--- src/rtl/v_issue_ctrl.sv ---
// v_issue_ctrl: vector instruction issue sequencer (instruction FIFO + single in-flight issue FSM).
// Optional WAIT watchdog is compiled in when V_ISSUE_TIMEOUT_EN is defined.
//
// state | meaning
// IDLE  | nothing in flight; pop the FIFO head into the issued registers when present
// ISSUE | one-cycle start pulse on the unit selected by unit_sel
// WAIT  | wait for the selected unit's done (other units' done ignored)
// WB    | one-cycle writeback enable selected by wb_dest
module v_issue_ctrl #(
    parameter int QDEPTH         = 2,
    parameter int TIMEOUT_CYCLES = 64
) (
    input  logic        clk,
    input  logic        rst,
    input  logic        instr_valid,
    output logic        instr_ready,
    input  logic [31:0] instr,
    input  logic [1:0]  unit_sel,
    input  logic [1:0]  wb_dest,
    output logic        start_vlanes,
    output logic        start_vred,
    output logic        start_vsldu,
    input  logic        done_vlanes,
    input  logic        done_vred,
    input  logic        done_vsldu,
    output logic [31:0] issued_instr,
    output logic        v_reg_wr_en,
    output logic        x_reg_wr_en,
    output logic        vconfig_wr_en,
    output logic        busy,
    output logic        timeout_err
);

    localparam int AW = $clog2(QDEPTH);
    localparam int CW = AW + 1;
    localparam int EW = 36;

    generate
        if (QDEPTH < 2 || (QDEPTH & (QDEPTH - 1)) != 0 ||
            TIMEOUT_CYCLES < 1 || TIMEOUT_CYCLES > 256) begin : g_bad_param
            $error("v_issue_ctrl: QDEPTH must be a power of two >= 2, TIMEOUT_CYCLES in 1..256");
        end
    endgenerate

    typedef enum logic [1:0] {
        IDLE  = 2'd0,
        ISSUE = 2'd1,
        WAIT  = 2'd2,
        WB    = 2'd3
    } state_t;

    state_t state, state_nxt;

    logic [EW-1:0] fifo_mem [QDEPTH];
    logic [AW-1:0] wr_ptr;
    logic [AW-1:0] rd_ptr;
    logic [CW-1:0] count;
    logic          fifo_full;
    logic          fifo_empty;
    logic          push;
    logic          pop;

    logic [31:0]   issued_q;
    logic [1:0]    unit_q;
    logic [1:0]    wb_q;
    logic          done_sel;
    logic          tmo_hit;

    // Ready comes from the registered count only, so a same-cycle pop never raises it.
    assign fifo_full   = (count == CW'(QDEPTH));
    assign fifo_empty  = (count == '0);
    assign instr_ready = !rst && !fifo_full;
    assign push        = instr_valid && instr_ready;
    assign pop         = (state == IDLE) && !fifo_empty;

    always_ff @(posedge clk) begin
        if (push) begin
            fifo_mem[wr_ptr] <= {instr, unit_sel, wb_dest};
        end
    end

    always_ff @(posedge clk or posedge rst) begin
        if (rst) begin
            wr_ptr <= '0;
            rd_ptr <= '0;
            count  <= '0;
        end else begin
            if (push) begin
                wr_ptr <= wr_ptr + 1'b1;
            end
            if (pop) begin
                rd_ptr <= rd_ptr + 1'b1;
            end
            case ({push, pop})
                2'b10:   count <= count + 1'b1;
                2'b01:   count <= count - 1'b1;
                default: count <= count;
            endcase
        end
    end

    always_ff @(posedge clk or posedge rst) begin
        if (rst) begin
            issued_q <= '0;
            unit_q   <= '0;
            wb_q     <= '0;
        end else if (pop) begin
            {issued_q, unit_q, wb_q} <= fifo_mem[rd_ptr];
        end
    end

    always_comb begin
        done_sel = 1'b0;
        case (unit_q)
            2'd0:    done_sel = done_vlanes;
            2'd1:    done_sel = done_vred;
            2'd2:    done_sel = done_vsldu;
            default: done_sel = 1'b0;
        endcase
    end

`ifdef V_ISSUE_TIMEOUT_EN
    localparam logic [7:0] TMO_LAST = 8'(TIMEOUT_CYCLES - 1);

    logic [7:0] wait_cnt;
    logic       timeout_q;

    // A done arriving on the terminal cycle takes priority over the abort.
    assign tmo_hit = (state == WAIT) && !done_sel && (wait_cnt == TMO_LAST);

    always_ff @(posedge clk or posedge rst) begin
        if (rst) begin
            wait_cnt  <= '0;
            timeout_q <= 1'b0;
        end else begin
            if (state == WAIT) begin
                wait_cnt <= wait_cnt + 8'd1;
            end else begin
                wait_cnt <= '0;
            end
            if (tmo_hit) begin
                timeout_q <= 1'b1;
            end
        end
    end

    assign timeout_err = timeout_q;
`else
    assign tmo_hit     = 1'b0;
    assign timeout_err = 1'b0;
`endif

    always_ff @(posedge clk or posedge rst) begin
        if (rst) begin
            state <= IDLE;
        end else begin
            state <= state_nxt;
        end
    end

    always_comb begin
        state_nxt     = state;
        start_vlanes  = 1'b0;
        start_vred    = 1'b0;
        start_vsldu   = 1'b0;
        v_reg_wr_en   = 1'b0;
        x_reg_wr_en   = 1'b0;
        vconfig_wr_en = 1'b0;
        case (state)
            IDLE: begin
                if (!fifo_empty) begin
                    state_nxt = ISSUE;
                end
            end
            ISSUE: begin
                case (unit_q)
                    2'd0:    start_vlanes = 1'b1;
                    2'd1:    start_vred   = 1'b1;
                    2'd2:    start_vsldu  = 1'b1;
                    default: ;
                endcase
                state_nxt = (unit_q == 2'd3) ? WB : WAIT;
            end
            WAIT: begin
                if (done_sel) begin
                    state_nxt = WB;
                end else if (tmo_hit) begin
                    state_nxt = IDLE;
                end
            end
            WB: begin
                case (wb_q)
                    2'd0:    v_reg_wr_en   = 1'b1;
                    2'd1:    x_reg_wr_en   = 1'b1;
                    2'd3:    vconfig_wr_en = 1'b1;
                    default: ;
                endcase
                state_nxt = IDLE;
            end
            default: state_nxt = IDLE;
        endcase
    end

    assign issued_instr = issued_q;
    assign busy         = (state != IDLE) || !fifo_empty;

endmodule

--- config.mk ---
export PLATFORM = sky130hd
export DESIGN_NAME = v_issue_ctrl
export DESIGN_NICKNAME = d
export VERILOG_FILES = /design/src/rtl/v_issue_ctrl.sv
export SDC_FILE = /design/constraint.sdc
export NUM_CORES = 1
export LEC_CHECK = 0
export CAP_MARGIN = 10
export CORE_MARGIN = 4
export CORE_UTILIZATION = 53
export CTS_BUF_LIST = sky130_fd_sc_hd__clkbuf_2 sky130_fd_sc_hd__clkbuf_4 sky130_fd_sc_hd__clkbuf_8
export CTS_CLUSTER_DIAMETER = 100
export DETAILED_ROUTE_END_ITERATION = 6
export PLACE_DENSITY = 0.81
export SLEW_MARGIN = 30
export SYNTH_ARGS = -nofsm -noshare
export SYNTH_HDL_FRONTEND = slang
export SYNTH_SLANG_ARGS = --single-unit
--- constraint.sdc ---
create_clock -name clk -period 3.35 [get_ports clk]
set_input_delay 0.335 -clock clk [delete_from_list [all_inputs] [get_ports clk]]
set_output_delay 0.335 -clock clk [all_outputs]
set_load 0.05 [all_outputs]
### Word level (Yosys, flattened, before mapping)

Memory sizes are Yosys's and may differ from the RTL's. A register that Yosys moved wholly into a read port is not among the register bits.
Index checks and enable logic that the tools add are counted.

| word-level totals | value |
|---|---|
| memories kept | 1 |
| word-level logic and storage cells | 56 |
| bits of input ports | 42 |
| memory bits (writable) | 72 |
| flip-flop bits (word level) | 6 |
| output and inout bits | 41 |

Memories:

| name | depth | width | rd ports | clocked after Yosys merged registers in | write ports | RTL line | text |
|---|---|---|---|---|---|---|---|
| fifo_mem | 2 | 36 | 1 | 1 | 1 | 54 | `logic [EW-1:0] fifo_mem [QDEPTH];` |

| operators by class | value |
|---|---|
| equality and inequality tests | 13 |
| add/subtract/negate cells | 4 |
| reduce and logical (&&, ||, !) cells | 14 |
| mux-type cells | 20 |

Operator list:

| cell | count |
|---|---|
| 1-bit 2-to-1 mux | 15 |
| 2-bit equality test (second input constant) | 7 |
| 2-bit by 1-bit equality test with 1-bit output (second input constant) | 4 |
| 2-bit logical NOT | 4 |
| 2-bit case mux with 4 select lines | 1 |
| 2-bit 2-to-1 mux | 2 |
| 2-bit != test (second input constant) | 2 |
| 2-bit case mux with 2 select lines | 1 |
| 2-bit nonzero test | 2 |
| 1-bit logical AND | 3 |
| 1-bit logical NOT | 3 |
| 1-bit case mux with 3 select lines | 1 |
| 1-bit adder (second input constant) | 2 |
| 2-bit by 1-bit adder with 2-bit output (second input constant) | 1 |
| 2-bit AND reduction | 1 |
| 2-bit by 1-bit subtractor with 2-bit output (second input constant) | 1 |
| 1-bit logical OR | 1 |

### Longest topological paths before layout

Gate-level depths: netlist (run 1).

| depth | value |
|---|---|
| depth in word-level cells | 6 |
| depth in mapped cells | 10 |
| gate-level depth less buffers | 8 |

### Worst setup path before layout (run 1)

No wires, ideal clock.

| timing | value |
|---|---|
| path type | in2reg |
| start point | input port rst |
| end point | memory fifo_mem[0][0] (enable) |
| library setup time | 0.429 ns |
| required time | 2.921 ns |
| arrival | 3.190 ns |
| stages | 3 |
| path slack | -0.269 ns |
| buffers on the path | 0 |
| cell sequence | inv_1 o211ai_1 nor2_1 |

| between the ends | value |
|---|---|
| longest elaborated chain between the ends | 5 |

Ends and longest elaborated chain:

| element | RTL line | text |
|---|---|---|
| start: declaration | 14 | `input logic rst,` |
| 1-bit logical NOT (no source line) | -- |  |
| 1-bit logical AND | 72 | `assign instr_ready = !rst && !fifo_full;` |
| 1-bit logical AND | 73 | `assign push = instr_valid && instr_ready;` |
| 1-bit 2-to-1 mux | 77 | `if (push) begin` |
| 1-bit 2-to-1 mux (not written as such) | 78 | `fifo_mem[wr_ptr] <= {instr, unit_sel, wb_dest};` |
| end: declaration | 54 |  |

Every way passes these cells.

### Worst setup path in the final report (run 1)

| timing | value |
|---|---|
| start point | register state[0] |
| end point | output port busy |

| between the ends | value |
|---|---|
| longest elaborated chain between the ends | 2 |

Ends and longest elaborated chain:

| element | RTL line | text |
|---|---|---|
| start: declaration | 52 | `state_t state, state_nxt;` |
| start signal: assignment | 157 | `state <= state_nxt;` |
| 2-bit nonzero test | 205 | `assign busy = (state != IDLE) \|\| !fifo_empty;` |
| 1-bit logical OR | 205 |  |
| end: declaration | 30 | `output logic busy,` |

Every way passes these cells.

==> results.md, run 1 <==
* Max-slew headroom at 41.3%
* Final Cycle Share at 79.1%
* Antenna diode count at 0
* Crit-path max FO at 5
* Post-Syn Area at 4300 µm²
* Placed Instances at 449
* Crit path time final at 2.65 ns
* Initial antenna violation count at 0
* Post-synth cell types at 26
* Syn Area/Cell at 15.6 µm²
* R2R setup slack at 1.43 ns
* Die footprint at 9610 µm²
* Area Growth Syn to Fin at 29.7%
* CP endpoint kind: primary output
* Clock sink count at 114
* Reg-to-reg endpoint: issued_instr[4]
* Fmax at 377 MHz
* Final HPWL DP at 4.97 mm
* Post-CTS Resized at 0
* Fin Hold WS at 0.459 ns
* Leak at 2.18 nW
* Initial core utilization at 55.0%
* Final ANT Viol Nets at 0
* Post-Layout Cell Count at 482
* Clock root cell: clkbuf_8
* Vias per cell at 5.12
* Vias in the first global route at 2686
* Worst Hold Class: in2async
* Seq cells post-synth at 114
* Util after Layout at 71.4%
* GPL Wtd Cong at 0.726
* Critical Path Sink: busy
* First-pass iteration count of the detailed router at 4
* Top cells by area, synth: edfxtp_1, dfrtp_1, mux2i_1
* Area leader, netlist: edfxtp_1
* Setup TNS Final at 0 ns
* H-tree levels at 4
* Final hold viol count at 0
* Die width at 98.0 µm
* Final nets at 415
* Commonest cells after routing, fill and taps aside: clkdlybuf4s50_1, edfxtp_1, dfrtp_1, nand2_1, mux2i_1
* Yosys top cell area share at 50.3%
* I/O pins at 83
* Fill count at 527
* Status: finished clean
* Slew Limit Fails at 0
* Crit start category: flip-flop
* Worst-path clk slew at 0.08 ns
* Setup Crit Path Kind: reg2out
* DR vias at 2466
* Post-CTS setup buffers at 0
* Global route overflow at 0
* Area of the multi-input gates at 1010 µm²
* Clock Latency Late Sink at 0.42 ns
* Register cell area after layout at 3220 µm²
* CTS tree: done
* PortBufs at 81
* Initial drt markers at 117
* Hold-fix buffers, CTS at 0
* FF-to-FF Start: count[0]
* Core area at 7810 µm²
* Critical Path Start: state[0]
* Crit path arrival time at 2.31 ns
* Final Skew at 0.0172 ns
* Mapped Cells at 276
* Commonest non-fill, non-tap cell in the layout: clkdlybuf4s50_1
* DRT Wirelength at 7.86 mm
* Yosys warning count at 0
* Worst EP required at 3.01 ns
* PwrDens at 985 nW/µm²
* FF-to-FF path depth at 4
* Number of core rows at 32
* Maximum VDD drop at 0.633 mV
* RSZ-0062 raised after global routing: false
* Cts bufs inserted at 17
* Fraction of layout cells with a size suffix above 1 at 12.1%
* Least-Margin Pin Slew at 0.881 ns
* DRC Markers at 0
* Max-Cap Viols at 0
* CTS Buffer Depth at 2
* GRT Util Overall at 17.5%
* Sequential share of the synthesized area at 74.8%
* Die height at 98.0 µm
* WL per Instance at 16.3 µm
* First-pass GRT wire length at 12.8 mm
* Total Power at 5.49 mW
* Largest net degree at the start of global routing at 44
* Syn_nets at 324
* Final setup vio count at 0
==> stage by stage <==
step	instance area (µm²)	setup slack, ns
2_1_floorplan	4300	0.142
3_3_place_gp	5210	1.16
3_5_place_dp	5210	1.11
4_1_cts	5560	0.656
5_1_grt	5570	0.615
6_report	5570	0.700
==> sequential cells by signal, indices dropped and copies added, names as in the netlist <==
register	flops
fifo_mem	72
issued_instr	32
count	2
state	2
unit_q	2
wb_q	2
rd_ptr	1
wr_ptr	1
==> worst min-delay path by stage <==
| stage | slack (ns) | cells past startpoint | end |
|---|---|---|---|
| 2_1_floorplan | 0.43 | 0 | fifo_mem[0][0] |
| 3_3_place_gp | 0.46 | 2 | issued_instr[18] |
| 3_5_place_dp | 0.48 | 2 | issued_instr[29] |
| 4_1_cts | 0.44 | 3 | issued_instr[18] |
| 5_1_grt | 0.47 | 1 | fifo_mem[0][12] |
| 6_report | 0.46 | 3 | issued_instr[15] |
==> cell usage after synthesis <==
library cell	n
a211oi_1	1
and3_1	2
and3b_1	1
and4_1	1
buf_2	9
buf_4	3
clkbuf_1	1
conb_1	1
dfrtp_1	42
edfxtp_1	72
ha_1	6
inv_1	5
mux2_4	2
mux2i_1	37
nand2_1	39
nor2_1	4
nor2b_1	1
nor3b_1	2
o211ai_1	1
o21a_1	1
o21ai_0	14
o21ai_1	23
o221ai_4	1
or2b_4	1
or3b_4	1
xnor2_1	5
==> per-layer routing <==
layer	share of wire, %	global-route usage [%]	vias up
li1	-	-	1178
met1	39	19.7	1196
met2	53	30.5	83
met3	6.5	6.21	9
met4	1.1	6.28	0
met5	0	0	-
==> cells by family (layout without fill, tap and decap cells) <==
family                     after synthesis  in the layout  share of synthesized area [%]
xor gates and xnor gates                 5              5                           1.02
AOI/OAI and AO/OA                       41             41                           5.45
adders and majority gates                6              6                           1.75
buffers and inverters                   18            122                           2.10
other                                    1              1                         0.0873
DFF                                    114            114                           74.8
muxes                                   39             39                           9.32
and+or+nand+nor                         52             52                           5.48
==> worst max-delay path: stages (launching register included) <==
cell,delay [ns]
dfrtp_1,0.41
inv_1,0.15
ha_1,0.23
or3b_4,0.41
clkdlybuf4s50_1,0.71
==> where the power goes <==
part | switching, mW | internal (mW) | total (mW)
registers | 0.341 | 1.88 | 2.23
clock network | 0.570 | 0.524 | 1.09
logic | 1.34 | 0.826 | 2.17
==> final cells by class <==
type | count | area share, %
Inverter | 5 | 0.337
Tap cell | 102 | 2.29
Sequential cell | 114 | 57.7
Clock inverter | 14 | 1.93
Timing Repair Buffer | 85 | 15.2
Clock buffer | 18 | 4.33
Multi-Input combinational cell | 144 | 18.2
(Power assumes the default switching activity.)
==> inputs of run 2 (changes only) <==
- clock period: 3.35 -> 2.7 ns (I/O delays scaled with it)
==> run 2 against run 1 <==
  * Combinational power grew 30%
  * First-iteration DRC count fell by 55%
  * Via count increased by 0.85%
==> results.md, run 2 (synthesis gave the netlist of run 1 again) <==
* H-tree levels at 4 (unchanged)
* R2R setup slack at 0.70 ns (-0.73 ns)
* Max-Cap Viols at 0 (unchanged)
* Clock Latency Late Sink at 0.41 ns (about the same)
* Util after Layout at 72.8% (+1.4 points)
* Worst EP required at 2.43 ns (-0.58 ns)
* Max-slew headroom at 45.1% (+3.8 points)
* Post-CTS setup buffers at 0 (unchanged)
* Commonest cells after routing, fill and taps aside: clkdlybuf4s50_1, edfxtp_1, dfrtp_1, nand2_1, mux2i_1
* Initial drt markers at 53 (-55%)
* Setup ws final at 0.269 ns (-0.431 ns)
* Fmax at 411 MHz
* Fraction of layout cells with a size suffix above 1 at 12.3% (+0.17 points)
* First-pass GRT wire length at 13.4 mm (+4.0%)
* Final Cycle Share at 90.0%
* Final hold viol count at 0 (unchanged)
* Die width at 98.0 µm (unchanged)
* Final Skew at 0.00996 ns (-0.00723 ns)
* CP endpoint kind: primary output
* Crit start category: flip-flop
* Number of core rows at 32 (unchanged)
* Largest net degree at the start of global routing at 37 (-16%)
* Maximum VDD drop at 0.759 mV (+20%)
* GRT Util Overall at 18.1% (+0.69 points)
* Vias in the first global route at 2741 (+2.0%)
* Least-Margin Pin Slew at 0.821 ns (-0.0599 ns)
* Commonest non-fill, non-tap cell in the layout: clkdlybuf4s50_1
* Clock sink count at 114 (unchanged)
* GPL Wtd Cong at 0.715 (-1.5%)
* Flop pwr share at 36.7% (-3.9 points)
* Placed Instances at 453 (+0.89%)
* Crit-path max FO at 5 (unchanged)
* First-pass iteration count of the detailed router at 4 (unchanged)
* Global route overflow at 0 (unchanged)
* CTS Buffer Depth at 2 (unchanged)
* Pint at 4.47 mW (+38%)
* Cts bufs inserted at 17 (unchanged)
* Leak at 2.25 nW (+3.3%)
* DRT Wirelength at 8.28 mm (+5.4%)
* Setup TNS Final at 0 ns (unchanged)
* Hold-fix buffers, CTS at 0 (unchanged)
* Post-CTS Resized at 0 (unchanged)
* Core area at 7810 µm² (unchanged)
* Status: finished clean
* Antenna diode count at 0 (unchanged)
* Switching power at 2.76 mW (+23%)
* Initial core utilization at 55.0% (unchanged)
* Worst Hold Class: in2async
* Gate power share at 39.0% (-0.5 points)
* Die height at 98.0 µm (unchanged)
* WL per Instance at 17.1 µm (+4.8%)
* Post-Layout Cell Count at 485 (+0.62%)
* PortBufs at 81 (unchanged)
* DRC Markers at 0 (unchanged)
* Initial antenna violation count at 0 (unchanged)
* PwrDens at 1270 nW/µm² (+29%)
* Worst-path clk slew at 0.07 ns (about the same)
* Placement Setup Slack at 0.521 ns (-0.589 ns)
* Crit path time final at 2.43 ns
* Crit path arrival time at 2.16 ns (-0.15 ns)
* Max reg flops at 72 (unchanged)
* Area Growth Syn to Fin at 32.3%
* Most flop-heavy register: fifo_mem
* DR vias at 2487 (+0.85%)
* Final ANT Viol Nets at 0 (unchanged)
* Die footprint at 9610 µm² (unchanged)
* CTS tree: done
* I/O pins at 83 (unchanged)
* Final HPWL DP at 5.29 mm (+6.5%)
* Setup Crit Path Kind: reg2out
* Slew Limit Fails at 0 (unchanged)
* Fin Hold WS at 0.277 ns (-0.182 ns)
* Vias per cell at 5.13 (+0.23%)
* Clock root cell: clkbuf_8
* RSZ-0062 raised after global routing: false
* Final setup vio count at 0 (unchanged)
* Clock share of power at 24.3% (+4.4 points)
* Sw Share at 38.2% (-2.8 points)
* Final nets at 418 (+0.72%)
==> run 2: path summary, 6_finish.rpt <==
| check | start | endpoint | cells past startpoint |
|---|---|---|---|
| hold reg to reg | issued_instr[0] | issued_instr[0] | 2 |
| setup reg to reg | count[0] | count[1] | 5 |
| setup / recovery | state[1] | start_vlanes | 4 |
| max in group asynchronous | rst | issued_instr[12] | 3 |
| min in group clk | instr[31] | fifo_mem[1][35] | 1 |
| hold / removal | rst | count[0] | 3 |
==> run 2: critical path, cell delays in order (launching register included) <==
cell             delay [ns]
dfrtp_1                0.42
inv_1                  0.11
ha_1                   0.21
nor3b_1                0.19
clkdlybuf4s50_1        0.83
==> run 2: metal layers <==
layer  vias to the layer above  part of all wire [%]  track usage, %
li1                       1181                     -               -
met1                      1218                    41            21.2
met2                        77                    51            30.8
met3                        11                   6.0            6.57
met4                         0                   1.5            6.71
met5                         -                     0               0
==> run 2: per-stage QoR <==
step                total power, mW  area [µm²]
floorplan                      4.60        4310
global placement               5.40        5240
detailed placement             5.52        5240
CTS                            7.30        5680
global route                   7.60        5680
finish                         7.23        5680
==> run 2: area by class of cell <==
class	count	area [µm²]
clock buffer	19	249
tap	102	128
timing repair buffer	88	863
sequential	114	3210
fill	500	2130
inverter	5	22.5
multi-input combinational	144	1010
clock inverter	13	193
==> run 2: power groups by stage <==
stage | registers [mW] | logic (mW) | clock network, mW
after floorplan | 3.37 | 1.24 | 0
after global placement | 2.65 | 2.75 | 0
after detailed placement | 2.67 | 2.85 | 0
after CTS | 2.65 | 2.86 | 1.79
after global routing | 2.70 | 3.01 | 1.88
final | 2.65 | 2.82 | 1.76
==> inputs of run 3 (changes only) <==
- CORE_MARGIN: 4 -> 2
- CORE_UTILIZATION: 53 -> 48
- PLACE_DENSITY: 0.81 -> 0.78
- clock period: 2.7 -> 2 ns (I/O delays scaled with it)
==> run 3 against run 2 <==
  * Critical path depth unchanged
  * Largest cell class unchanged
  * Largest power group unchanged
  * Setup slack worse by 0.19 ns
  * Die area up 1.2%
  * First-iteration DRC count increased by 110%
  * Wire length fell by 7.1%
  * Via count down 1.1%
  * Clock skew increased by 0.0017 ns
  * Total power increased by 36%
  * Clock-buffer cell count grew 1
==> results.md, run 3 (synthesis gave the netlist of run 1 again) <==
* Max-Cap Viols at 0 (unchanged)
* Leak at 2.30 nW (+2.3%)
* Die height at 98.6 µm (+0.58%)
* Worst-path clk slew at 0.07 ns (about the same)
* DR vias at 2459 (-1.1%)
* FF-to-FF path depth at 5 (unchanged)
* Clock sink count at 114 (unchanged)
* WL per Instance at 15.5 µm (-9.1%)
* CTS tree: done
* Vias per cell at 4.96 (-3.3%)
* Area Growth Syn to Fin at 34.4%
* Max reg flops at 72 (unchanged)
* Final Skew at 0.0117 ns (+0.00173 ns)
* PwrDens at 1710 nW/µm² (+34%)
* Hold-fix buffers, CTS at 0 (unchanged)
* H-tree levels at 4 (unchanged)
* First-pass GRT wire length at 12.4 mm (-7.0%)
* FF-to-FF Start: count[0]
* Slowest stage delay, CP at 0.42 ns (-0.41 ns)
* R2R setup slack at 0.29 ns (-0.41 ns)
* Clock root cell: clkbuf_8
* I/O pins at 83 (unchanged)
* Initial drt markers at 113 (+110%)
* Final hold viol count at 0 (unchanged)
* Initial antenna violation count at 0 (unchanged)
* Slew Limit Fails at 0 (unchanged)
* CTS Buffer Depth at 2 (unchanged)
* Crit path arrival time at 1.72 ns (-0.44 ns)
* Status: finished clean
* Worst Hold Class: in2async
* Setup ws final at 0.0833 ns (-0.186 ns)
* GPL Wtd Cong at 0.719 (+0.52%)
* First-pass iteration count of the detailed router at 4 (unchanged)
* Die footprint at 9720 µm² (+1.2%)
* Maximum VDD drop at 1.12 mV (+47%)
* Crit path depth at 4 (unchanged)
* Final nets at 423 (+1.2%)
* Antenna diode count at 0 (unchanged)
* DRC Markers at 0 (unchanged)
* Family with the most delay on the worst path: flip-flops
* Final Cycle Share at 95.8%
* Most flop-heavy register: fifo_mem
* Placement Setup Slack at 0.228 ns (-0.294 ns)
* Total Power at 9.85 mW (+36%)
* Initial core utilization at 49.5% (-5.5 points)
* Reg-to-reg endpoint: count[1]
* RSZ-0062 raised after global routing: false
* Global route overflow at 0 (unchanged)
* Max-slew headroom at 65.9% (+21 points)
* Largest net degree at the start of global routing at 56 (+51%)
* Die width at 98.6 µm (+0.58%)
* Critical path buffers and inverters at 2 (unchanged)
* Clock Latency Late Sink at 0.41 ns (about the same)
* Commonest cells after routing, fill and taps aside: clkdlybuf4s50_1, edfxtp_1, dfrtp_1, nand2_1, mux2i_1
* Fraction of layout cells with a size suffix above 1 at 17.0% (+4.7 points)
* Fmax at 522 MHz
* Crit start category: flip-flop
* GRT Util Overall at 17.0% (-1.2 points)
* PortBufs at 81 (unchanged)
* Slowest CP cell: dfrtp_1
* Worst EP required at 1.80 ns (-0.63 ns)
* CP endpoint kind: primary output
* Number of core rows at 34 (+6.3%)
* Final HPWL DP at 4.83 mm (-8.8%)
* Crit-path max FO at 4 (-1)
* Crit path time final at 1.92 ns
* DRT Wirelength at 7.70 mm (-7.1%)
* Setup Crit Path Kind: reg2out
* Cts bufs inserted at 17 (unchanged)
* Commonest non-fill, non-tap cell in the layout: clkdlybuf4s50_1
* Core area at 8680 µm² (+11%)
* Vias in the first global route at 2592 (-5.4%)
* Least-Margin Pin Slew at 0.511 ns (-0.310 ns)
* Critical Path, Cell by Cell: inv_2 -> ha_2 -> or3b_4 -> buf_4
* Final ANT Viol Nets at 0 (unchanged)
* Final setup vio count at 0 (unchanged)
[run 3: how the worst max path moves through the flow]
| stage | start | to | slack, ns |
|---|---|---|---|
| floorplan | rst | fifo_mem[0][0] | -0.009 |
| global placement | rst | count[1] | 0.27 |
| detailed placement | rst | count[1] | 0.23 |
| CTS | state[1] | busy | 0.009 |
| global route | state[1] | busy | 0.02 |
| finish | state[1] | busy | 0.08 |
[run 3: cell type report]
class | count | area [µm²]
clock buffer | 20 | 256
clock inverter | 12 | 189
fill | 621 | 2910
inverter | 5 | 22.5
multi-input combinational | 144 | 1020
sequential | 114 | 3210
tap | 108 | 135
timing repair buffer | 93 | 931
[run 3: report_power, final]
part           switching [mW]  leakage, nW  internal [mW]
registers               0.412         1.17           3.15
logic                    2.41        0.904           1.50
clock network           0.865        0.224           1.51
total                    3.69         2.30           6.17
[run 3: worst register-to-register path, delay by kind of cell, from the launching register on]
kind / cells / cell delay (ns)
compound gates: 1 / 0.47
simple gates: 1 / 0.14
buf+inv: 1 / 0.09
xor+xnor: 1 / 0.13
flops: 1 / 0.48
fa+ha+maj: 1 / 0.33
[run 3: what timing repair did]
action	CTS	global route
setup buffers	0	5
setup endpoints to repair	1	1
resized for setup	2	1
hold endpoints to repair	0	0
[run 3: per-stage QoR]
| stage | hold WS [ns] | setup TNS (ns) | cells | util (%) | instance area (µm²) |
|---|---|---|---|---|---|
| 3_5_place_dp | 0.474 | 0 | 459 | 60.9 | 5290 |
| 5_1_grt | 0.244 | 0 | 496 | 66.5 | 5770 |
| 4_1_cts | 0.229 | 0 | 491 | 66.1 | 5740 |
| 6_report | 0.239 | 0 | 496 | 66.5 | 5770 |
| 2_1_floorplan | 0.200 | -0.308 | 276 | - | 4320 |
| 3_3_place_gp | 0.469 | 0 | 459 | 60.9 | 5290 |
[run 3: metal layers]
metal | global-route usage [%] | part of all wire (%)
met5 | 0 | 0
met4 | 6.64 | 0.94
met3 | 5.96 | 5.2
met2 | 27.1 | 51
met1 | 21.5 | 43
